`config.mk`:
```
export PLATFORM = sky130hd
export DESIGN_NAME = uart_fifo_mmio
export DESIGN_NICKNAME = d
export VERILOG_FILES = /design/src/rtl/uart_fifo_mmio.sv
export SDC_FILE = /design/constraint.sdc
export NUM_CORES = 1
export LEC_CHECK = 0
export CAP_MARGIN = 15
export CORE_MARGIN = 5
export CORE_UTILIZATION = 60
export DETAILED_ROUTE_END_ITERATION = 12
export GPL_ROUTABILITY_DRIVEN = 0
export MAX_ROUTING_LAYER = met4
export PLACE_DENSITY_LB_ADDON = 0.05
export SYNTH_ARGS = -nofsm -noshare
export SYNTH_HDL_FRONTEND = slang
export SYNTH_HIERARCHICAL = 1
export SYNTH_SLANG_ARGS = --single-unit
```
`constraint.sdc`:
```
create_clock -name i_clk -period 6.15 [get_ports i_clk]
set_clock_uncertainty 0.2 [all_clocks]
set_input_delay 1.845 -clock i_clk [delete_from_list [all_inputs] [get_ports i_clk]]
set_output_delay 1.845 -clock i_clk [all_outputs]
set_load 0.02 [all_outputs]
```
`src/rtl/uart_fifo_mmio.sv`:
```
// Memory-mapped 8N1 UART with TX/RX byte FIFOs, run-time baud divisor,
// loopback and a level interrupt, sitting on the data-memory bus.

module uart_fifo_mmio_fifo #(
  parameter int DEPTH = 8,
  parameter int CW    = $clog2(DEPTH) + 1
) (
  input  logic          i_clk,
  input  logic          i_rst_n,
  input  logic          i_push,
  input  logic          i_pop,
  input  logic [7:0]    i_din,
  output logic [7:0]    o_dout,
  output logic          o_full,
  output logic          o_empty,
  output logic [CW-1:0] o_count
);
  localparam int PW = $clog2(DEPTH);

  logic [7:0]    r_mem [DEPTH];
  logic [PW-1:0] r_wr_ptr;
  logic [PW-1:0] r_rd_ptr;
  logic [CW-1:0] r_count;
  logic          w_push;
  logic          w_pop;

  assign o_full  = (r_count == CW'(DEPTH));
  assign o_empty = (r_count == '0);
  assign o_count = r_count;
  assign o_dout  = r_mem[r_rd_ptr];
  // A full FIFO still accepts a push when the same cycle pops an entry.
  assign w_pop   = i_pop & ~o_empty;
  assign w_push  = i_push & (~o_full | w_pop);

  always_ff @(posedge i_clk) begin
    if (w_push) r_mem[r_wr_ptr] <= i_din;
  end

  always_ff @(posedge i_clk or negedge i_rst_n) begin
    if (!i_rst_n) begin
      r_wr_ptr <= '0;
      r_rd_ptr <= '0;
      r_count  <= '0;
    end else begin
      if (w_push) r_wr_ptr <= r_wr_ptr + 1'b1;
      if (w_pop)  r_rd_ptr <= r_rd_ptr + 1'b1;
      case ({w_push, w_pop})
        2'b10:   r_count <= r_count + 1'b1;
        2'b01:   r_count <= r_count - 1'b1;
        default: r_count <= r_count;
      endcase
    end
  end
endmodule

module uart_fifo_mmio #(
  parameter int FIFO_DEPTH  = 8,
  parameter int DEFAULT_DIV = 434
) (
  input  logic        i_clk,
  input  logic        i_rst_n,
  input  logic        i_wr_en,
  input  logic        i_rd_en,
  input  logic [1:0]  i_addr,
  input  logic [31:0] i_wr_data,
  output logic [31:0] o_read_reg,
  input  logic        i_serial_in,
  output logic        o_serial_out,
  output logic        o_irq
);
  localparam int CW = $clog2(FIFO_DEPTH) + 1;

  typedef enum logic [1:0] {S_IDLE, S_START, S_DATA, S_STOP} state_t;

  logic [15:0]   r_div;
  logic          r_rx_irq_en, r_tx_irq_en, r_loopback;
  logic          r_rx_ovf, r_frame_err, r_tx_ovf, r_irq;

  state_t        r_tx_state;
  logic [15:0]   r_tx_div, r_tx_cnt;
  logic [2:0]    r_tx_bit;
  logic [7:0]    r_tx_shift;
  logic          r_tx_out;

  state_t        r_rx_state;
  logic [15:0]   r_rx_div, r_rx_cnt;
  logic [2:0]    r_rx_bit;
  logic [7:0]    r_rx_shift;
  logic          r_sync1, r_sync2;

  logic          w_wr_tx, w_wr_status, w_wr_ctrl, w_rd_rx;
  logic          w_tx_full, w_tx_empty, w_rx_full, w_rx_empty;
  logic [CW-1:0] w_tx_count, w_rx_count;
  logic [7:0]    w_tx_head, w_rx_head;
  logic          w_tx_bit_end, w_tx_pop, w_tx_busy;
  logic          w_rx_bit_end, w_rx_half, w_rx_stop, w_rx_push, w_rx_pop;
  logic          w_tx_ovf_set, w_rx_ovf_set, w_frame_err_set;
  logic          w_rx_line;
  logic          w_unused;

  assign w_wr_tx     = i_wr_en & (i_addr == 2'd0);
  assign w_wr_status = i_wr_en & (i_addr == 2'd2);
  assign w_wr_ctrl   = i_wr_en & (i_addr == 2'd3);
  assign w_rd_rx     = i_rd_en & (i_addr == 2'd1);
  assign w_unused    = ^i_wr_data[31:19];

  assign w_tx_bit_end = (r_tx_cnt == r_tx_div - 16'd1);
  assign w_tx_pop     = ~w_tx_empty & ((r_tx_state == S_IDLE) |
                                       ((r_tx_state == S_STOP) & w_tx_bit_end));
  assign w_tx_busy    = (r_tx_state != S_IDLE);

  assign w_rx_line    = r_loopback ? r_tx_out : i_serial_in;
  assign w_rx_bit_end = (r_rx_cnt == r_rx_div - 16'd1);
  assign w_rx_half    = (r_rx_cnt == (r_rx_div >> 1) - 16'd1);
  assign w_rx_stop    = (r_rx_state == S_STOP) & w_rx_bit_end;
  assign w_rx_push    = w_rx_stop & r_sync2;
  assign w_rx_pop     = w_rd_rx & ~w_rx_empty;

  assign w_tx_ovf_set    = w_wr_tx & w_tx_full & ~w_tx_pop;
  assign w_rx_ovf_set    = w_rx_push & w_rx_full & ~w_rx_pop;
  assign w_frame_err_set = w_rx_stop & ~r_sync2;

  uart_fifo_mmio_fifo #(.DEPTH(FIFO_DEPTH)) u_tx_fifo (
    .i_clk(i_clk), .i_rst_n(i_rst_n), .i_push(w_wr_tx), .i_pop(w_tx_pop),
    .i_din(i_wr_data[7:0]), .o_dout(w_tx_head), .o_full(w_tx_full),
    .o_empty(w_tx_empty), .o_count(w_tx_count)
  );

  uart_fifo_mmio_fifo #(.DEPTH(FIFO_DEPTH)) u_rx_fifo (
    .i_clk(i_clk), .i_rst_n(i_rst_n), .i_push(w_rx_push), .i_pop(w_rd_rx),
    .i_din(r_rx_shift), .o_dout(w_rx_head), .o_full(w_rx_full),
    .o_empty(w_rx_empty), .o_count(w_rx_count)
  );

  always_ff @(posedge i_clk or negedge i_rst_n) begin
    if (!i_rst_n) begin
      r_div       <= 16'(DEFAULT_DIV);
      r_rx_irq_en <= 1'b0;
      r_tx_irq_en <= 1'b0;
      r_loopback  <= 1'b0;
      r_rx_ovf    <= 1'b0;
      r_frame_err <= 1'b0;
      r_tx_ovf    <= 1'b0;
      r_irq       <= 1'b0;
    end else begin
      if (w_wr_ctrl) begin
        r_div       <= (i_wr_data[15:0] < 16'd4) ? 16'd4 : i_wr_data[15:0];
        r_rx_irq_en <= i_wr_data[16];
        r_tx_irq_en <= i_wr_data[17];
        r_loopback  <= i_wr_data[18];
      end
      // A hardware set in the same cycle as a software clear keeps the bit set.
      if (w_rx_ovf_set)                      r_rx_ovf <= 1'b1;
      else if (w_wr_status & i_wr_data[5])   r_rx_ovf <= 1'b0;
      if (w_frame_err_set)                   r_frame_err <= 1'b1;
      else if (w_wr_status & i_wr_data[6])   r_frame_err <= 1'b0;
      if (w_tx_ovf_set)                      r_tx_ovf <= 1'b1;
      else if (w_wr_status & i_wr_data[7])   r_tx_ovf <= 1'b0;
      r_irq <= (r_rx_irq_en & ~w_rx_empty) | (r_tx_irq_en & w_tx_empty) |
               r_rx_ovf | r_frame_err | r_tx_ovf;
    end
  end

  always_ff @(posedge i_clk or negedge i_rst_n) begin
    if (!i_rst_n) begin
      r_tx_state <= S_IDLE;
      r_tx_div   <= 16'(DEFAULT_DIV);
      r_tx_cnt   <= '0;
      r_tx_bit   <= '0;
      r_tx_shift <= '0;
      r_tx_out   <= 1'b1;
    end else begin
      r_tx_cnt <= w_tx_bit_end ? 16'd0 : r_tx_cnt + 16'd1;
      case (r_tx_state)
        S_IDLE: begin
          r_tx_cnt <= '0;
          if (w_tx_pop) begin
            r_tx_state <= S_START;
            r_tx_div   <= r_div;
            r_tx_shift <= w_tx_head;
            r_tx_out   <= 1'b0;
          end
        end
        S_START: begin
          if (w_tx_bit_end) begin
            r_tx_state <= S_DATA;
            r_tx_bit   <= '0;
            r_tx_out   <= r_tx_shift[0];
          end
        end
        S_DATA: begin
          if (w_tx_bit_end) begin
            if (r_tx_bit == 3'd7) begin
              r_tx_state <= S_STOP;
              r_tx_out   <= 1'b1;
            end else begin
              r_tx_bit   <= r_tx_bit + 3'd1;
              r_tx_shift <= r_tx_shift >> 1;
              r_tx_out   <= r_tx_shift[1];
            end
          end
        end
        default: begin
          // Chain straight into the next start bit when more data is queued.
          if (w_tx_bit_end) begin
            if (w_tx_pop) begin
              r_tx_state <= S_START;
              r_tx_div   <= r_div;
              r_tx_shift <= w_tx_head;
              r_tx_out   <= 1'b0;
            end else begin
              r_tx_state <= S_IDLE;
            end
          end
        end
      endcase
    end
  end

  always_ff @(posedge i_clk or negedge i_rst_n) begin
    if (!i_rst_n) begin
      r_sync1    <= 1'b1;
      r_sync2    <= 1'b1;
      r_rx_state <= S_IDLE;
      r_rx_div   <= 16'(DEFAULT_DIV);
      r_rx_cnt   <= '0;
      r_rx_bit   <= '0;
      r_rx_shift <= '0;
    end else begin
      r_sync1  <= w_rx_line;
      r_sync2  <= r_sync1;
      r_rx_cnt <= r_rx_cnt + 16'd1;
      case (r_rx_state)
        S_IDLE: begin
          r_rx_cnt <= '0;
          if (!r_sync2) begin
            r_rx_state <= S_START;
            r_rx_div   <= r_div;
          end
        end
        S_START: begin
          // Mid-start-bit check rejects short glitches on the line.
          if (w_rx_half) begin
            r_rx_cnt   <= '0;
            r_rx_bit   <= '0;
            r_rx_state <= r_sync2 ? S_IDLE : S_DATA;
          end
        end
        S_DATA: begin
          if (w_rx_bit_end) begin
            r_rx_cnt   <= '0;
            r_rx_shift <= {r_sync2, r_rx_shift[7:1]};
            r_rx_bit   <= r_rx_bit + 3'd1;
            if (r_rx_bit == 3'd7) r_rx_state <= S_STOP;
          end
        end
        default: begin
          if (w_rx_bit_end) r_rx_state <= S_IDLE;
        end
      endcase
    end
  end

  always_comb begin
    o_read_reg = '0;
    case (i_addr)
      2'd1:    o_read_reg = {22'd0, ~w_rx_empty, 1'b0, w_rx_head & {8{~w_rx_empty}}};
      2'd2:    o_read_reg = {8'd0, 8'(w_tx_count), 8'(w_rx_count), r_tx_ovf, r_frame_err,
                             r_rx_ovf, w_tx_busy, w_rx_full, w_rx_empty, w_tx_empty, w_tx_full};
      2'd3:    o_read_reg = {13'd0, r_loopback, r_tx_irq_en, r_rx_irq_en, r_div};
      default: o_read_reg = '0;
    endcase
  end

  assign o_serial_out = r_tx_out;
  assign o_irq        = r_irq;
endmodule

```
==> results of run 1 <==
==> layout by cell type (no fill, tap or decap), types with 23 or more instances in the layout <==
cell type	count
edfxtp_1	128
dfrtp_1	118
mux2_2	82
nor2_1	58
xnor2_1	56
nand2_1	53
clkdlybuf4s50_1	46
xor2_1	42
nand3_1	34
inv_1	32
clkbuf_16	29
nor2b_1	24
nor3_1	23
==> kinds of logic after synthesis <==
| logic type | Yosys count | synth area share |
|---|---|---|
| DFF | 264 | 0.537 |
| muxes | 145 | 0.152 |
| xor gates and xnor gates | 99 | 0.0651 |
| and+or+nand+nor | 292 | 0.118 |
| buffers and inverters | 93 | 0.0383 |
| adders and majority gates | 24 | 0.0233 |
| other | 1 | 0.000277 |
| AOI/OAI and AO/OA | 114 | 0.0656 |
==> cell type report <==
cell class                      instances  area (µm²)
Sequential cell                       264        7270
Fill cell                            1590        7140
Multi-Input combinational cell        686        5790
Clock buffer                           31         733
Timing Repair Buffer                   67         642
Clock inverter                         21         383
Tap cell                              285         357
Inverter                               33         124
Antenna cell                            1        2.50
==> critical path, stage by stage <==
cell and delay (ns):
clkdlybuf4s50_1 0.46, nor2_1 0.24, buf_4 0.21, a22o_1 0.13, nand2_1 0.05, o21ai_0 0.19
clkdlybuf4s50_1 0.70
==> worst paths after layout <==
check                      slack [ns]                     from  cells after the start                                end
hold / removal                   0.16        r_sync1$_DFF_PN1_                      0                  r_sync2$_DFF_PN1_
setup reg to reg                 1.03  r_tx_div[0]$_DFFE_PN0P_                     16   u_tx_fifo/o_count[3]$_DFFE_PN0P_
min in group asynchronous        1.09                  i_rst_n                      1  u_tx_fifo/r_rd_ptr[0]$_DFFE_PN0P_
hold reg to reg                  0.16        r_sync1$_DFF_PN1_                      0                  r_sync2$_DFF_PN1_
setup / recovery                 0.28                i_addr[1]                      7                      o_read_reg[1]
max in group asynchronous        3.65                  i_rst_n                      2               r_div[5]$_DFFE_PN1P_
==> sequential cells by signal, summed over array words and instances (netlist names), 3 cells and up <==
signal              cells
u_tx_fifo/r_rd_ptr      3
u_tx_fifo/r_mem        64
r_rx_shift              8
u_rx_fifo/r_wr_ptr      3
r_tx_bit                3
u_rx_fifo/r_mem        64
r_rx_bit                3
r_rx_div               16
u_rx_fifo/o_count       4
u_rx_fifo/r_rd_ptr      3
u_tx_fifo/o_count       4
r_tx_div               16
r_rx_cnt               16
r_tx_cnt               16
r_tx_shift              8
u_tx_fifo/r_wr_ptr      3
r_div                  16
==> synthesized netlist by cell type (all sizes together) (12+ instances only) <==
cell type and number:
edfxtp 128, dfrtp 118, mux2 94, nor2 69, xnor2 56, nand2 54, xor2 42, nand3 34
inv 33, mux4 32, clkbuf 31, buf 29, nor3 25, nor2b 24, ha 22, o21ai 20
a22o 19, mux2i 19, dfstp 18, nor4 14, a21oi 13, and3 12
==> stage by stage <==
stage          instances  worst slack, ns  area, µm²  hold slack [ns]  power, µW
4_1_cts             1386            0.284      15300            0.172       6160
5_1_grt             1388            0.158      15300            0.167       6460
2_1_floorplan       1043             1.09      13600            0.145       3790
6_report            1388            0.280      15300            0.164       6140
3_3_place_gp        1334            0.285      14200            0.147       4120
3_5_place_dp        1334            0.291      14200            0.154       4140
==> routing by layer <==
metal | GRT usage | vias up | share of wire | wire length (µm)
li1 | - | 3908 | - | -
met3 | 0.0312 | 53 | 0.041 | 1140
met2 | 0.371 | 168 | 0.49 | 13800
met4 | 0.0610 | 0 | 0.026 | 716
met1 | 0.310 | 4054 | 0.44 | 12400
met5 | - | - | 0 | 0
==> power groups by stage <==
stage	clock network (µW)	registers, µW	logic, µW
after floorplan	0	2270	1520
after global placement	0	2550	1570
after detailed placement	0	2550	1590
after CTS	2040	2520	1600
after global routing	2120	2550	1800
final	2000	2500	1640
==> impl_results.md, run 1 <==
- Vias per Instance: 5.90
- Initial DRC Count: 723
- Die Width: 160 µm
- Hold Crit Class: register to register
- Setup TNS: 0 ns
- Net Sw Frac: 0.314
- Syn_area_per_cell: 13.1 µm²
- EDFF count, synth: 128
- Sequential share of the synthesized area: 0.537
- Clock latency on the worst-skew pair: 0.54 ns
- Overall Global Routing Usage: 0.229
- # hold bufs at CTS: 0
- Worst EP required: 4.11 ns
- Worst-margin pin slew: 1.01 ns
- RSZ-0062 raised after global routing: false
- Clk slew on worst S/H paths: 0.06 ns
- IO Port Bufs: 47
- Core Area: 22400 µm²
- Synthesized flop and latch total: 264
- Max-cap check violation count: 0
- Yosys top cell area share: 0.284
- Post-synth top area cell: edfxtp_1
- Via count: 8183
- # rows: 55
- Crit Path Class: primary input to output pin
- Yosys warns: 6
- Crit end category: output pin
- Setup violations, final: 0
- Setup crit start kind: primary input
- Share of post-route cells with drive strength above 1: 0.220
- Max VDD drop: 0.228 mV
- Clock Power Share: 0.326
- Final Max Slew Viols: 0
- Fin. Hold Viols: 0
- Logic pwr share: 0.266
- Yosys cell types: 91
- TritonCTS clock tree: yes
- Slew headroom: 0.327
- Status: complete, no violations
- Root buf cell: clkbuf_16
- WL/cell: 20.2 µm
- DRT Wirelength: 28100 µm
- P_sw: 1930 µW
- Cts repair resizes: 0
- Top FF cell, synth: edfxtp_1
- Starting density of the core: 0.603
- Critical path fanouts, max: 7
- Area Growth Syn to Fin: 13.1%
- P per Cell Area: 401 nW/µm²
- Fmax: 0.170 GHz
- DP HPWL: 19000 µm
- GRT overflow: 0
- Residual DRC: 0
- Largest net degree at the start of global routing: 68
- TritonCTS buffer count: 28
- Initial antenna violation count: 1
- Final ANT Viol Nets: 0
- Bufs on Longest Clock Path: 3
- Leakage Power: 0.00589 µW
- Gate Count Post-Synth: 1032
- Die area: 25600 µm²
- Largest cells by area after synthesis: edfxtp_1, dfrtp_1, mux2_2
- Vias in the first global route: 8198
- Detailed Routing Iterations Pass 1: 5
- Final Net Count: 1143
- Final period demand of the worst path: 5.87 ns
- CTS Sinks: 264
- Post-CTS Setup Bufs: 0
- H-tree depth: 1
- P_int: 4220 µW
- WP data arrival: 3.82 ns
- Post-layout util: 0.682
- Die Span Y: 160 µm
- Asr flop ratio synth: 0.515
- Mapped Area: 13500 µm²
- Top-level port count: 73
- Reg power frac: 0.408
- First-pass GRT wire length: 45800 µm
- Final worst path period share: 0.954
Power figures use the tool's default switching activity.
==> run 2, diff against run 1 <==
CORE_UTILIZATION = 24   (was 60)
==> impl_results.md, run 2 (synthesis gave the netlist of run 1 again) <==
- Setup crit start kind: primary input
- Largest net degree at the start of global routing: 71
- Worst Hold Path Cells: 0
- Starting density of the core: 0.241
- # hold bufs at CTS: 0
- P per Cell Area: 389 nW/µm²
- Residual DRC: 0
- Crit end category: output pin
- Final Net Count: 1165
- Die Width: 247 µm
- Top Family by Delay on Critical Path: buffers and inverters
- WP data arrival: 4.01 ns
- Hold Crit Endpoint: r_sync2$_DFF_PN1_
- Clock Power Share: 0.320
- Buf/Inv on CP: 5
- Critical path fanouts, max: 7
- Max-cap check violation count: 0
- Worst EP required: 4.11 ns
- Die area: 61200 µm²
- Vias in the first global route: 8735
- Crit path cell chain: clkdlybuf4s50_1 > buf_4 > nor2_1 > buf_4 > a22o_1 > nand2_1 > o21ai_0 > buf_4 > clkdlybuf4s50_1
- Setup TNS: 0 ns
- Reg2reg start: r_rx_div[3]$_DFFE_PN0P_
- Top layer in use: met4
- Worst-margin pin slew: 0.903 ns
- Worst hold slack: 0.158 ns
- Final Max Slew Viols: 0
- Fmax: 0.165 GHz
- CTS Sinks: 264
- Top Registers: u_rx_fifo/r_mem (64), u_tx_fifo/r_mem (64)
- R2R Setup Slk: 1.12 ns
- Reg2reg end: u_rx_fifo/o_count[3]$_DFFE_PN0P_
- Logic pwr share: 0.275
- Most common cell on crit path: buf_4
- Bufs on Longest Clock Path: 3
- Hold Crit Class: register to register
- H-tree depth: 2
- Final ANT Viol Nets: 0
- Crit Path Class: primary input to output pin
- Fin. Hold Viols: 0
- DP HPWL: 25300 µm
- Detailed Routing Iterations Pass 1: 4
- Hold Path Origin: r_sync1$_DFF_PN1_
- First-pass GRT wire length: 56000 µm
- Setup violations, final: 0
- Root buf cell: clkbuf_16
- P_sw: 2090 µW
- GRT overflow: 0
- Commonest non-fill, non-tap cell in the layout: edfxtp_1
- Overall Global Routing Usage: 0.124
- Final Total Pwr: 6210 µW
- Max VDD drop: 0.165 mV
- RSZ-0062 raised after global routing: false
- Final worst path period share: 0.985
- # rows: 87
- Slowest CP cell: clkdlybuf4s50_1
- DRT Wirelength: 36400 µm
- IO Port Bufs: 47
- P_int: 4120 µW
- Leakage Power: 0.00597 µW
- WL/cell: 19.3 µm
- Clock latency on the worst-skew pair: 0.54 ns
- Met2 wire length: 16500 µm
- Clk slew on worst S/H paths: 0.06 ns
- Initial antenna violation count: 2
- Post-layout util: 0.285
- Area Growth Syn to Fin: 18.1%
- Crit-path max cell delay: 0.61 ns
- Reg2Reg Depth: 15
- Core Area: 56100 µm²
- Status: complete, no violations
- Share of post-route cells with drive strength above 1: 0.227
- M1 WL: 17900 µm
- Die Span Y: 247 µm
- Cts repair resizes: 0
- Initial DRC Count: 346
- Vias per Instance: 4.39
- Reg power frac: 0.405
- Slew headroom: 0.393
- Commonest non-fill, non-tap cells in the layout: edfxtp_1, dfrtp_1, mux2_2, nor2_1, xnor2_1
- Post-CTS Setup Bufs: 0
- Net Sw Frac: 0.337
- Final period demand of the worst path: 6.06 ns
- Via count: 8270
- Top-level port count: 73
- Met3 WL: 1170 µm
- TritonCTS clock tree: yes
- TritonCTS buffer count: 35
-- run 2: cell types whose count changed in the layout (fill, tap and decap cells not counted), sizes merged --
cell,previous run,this run
clkinv,6,5
clkdlybuf4s50,46,45
clkinvlp,3,1
bufinv,10,2
buf,21,37
inv,35,36
clkbuf,31,52
-- run 2: power groups by stage --
stage,clock network [µW],registers [µW],logic (µW)
after floorplan,0,2270,1520
after global placement,0,2560,1750
after CTS,2080,2530,1750
final,1990,2510,1710
after global routing,2150,2570,1900
after detailed placement,0,2560,1740
-- run 2: metal layers --
metal	up-vias	global-route usage
li1	3943	-
met1	4170	0.171
met2	108	0.189
met3	49	0.0223
met4	0	0.0341
met5	-	-
-- run 2: cell type report --
cell class,count,area [µm²]
Tap cell,756,946
Multi-Input combinational cell,686,5790
Antenna cell,1,2.50
Fill cell,5748,40100
Clock buffer,52,980
Sequential cell,264,7270
Inverter,33,124
Clock inverter,11,126
Timing Repair Buffer,82,742
-- run 2: worst max-delay path by stage --
| stage | depth (start not counted) | slack (ns) | start | to |
|---|---|---|---|---|
| 2_1_floorplan | 5 | 1.09 | i_addr[1] | o_read_reg[1] |
| 3_3_place_gp | 9 | 0.11 | i_addr[1] | o_read_reg[4] |
| 3_5_place_dp | 9 | 0.14 | i_addr[1] | o_read_reg[2] |
| 4_1_cts | 9 | 0.11 | i_addr[1] | o_read_reg[2] |
| 5_1_grt | 9 | 0.006 | i_addr[1] | o_read_reg[2] |
| 6_report | 9 | 0.09 | i_addr[1] | o_read_reg[4] |
-- run 2: stage by stage --
step,instances,area (µm²),worst slack [ns]
global placement,1821,14900,0.109
finish,1885,16000,0.0907
floorplan,1043,13600,1.09
detailed placement,1821,14900,0.136
CTS,1884,16000,0.108
global route,1884,16000,0.00625
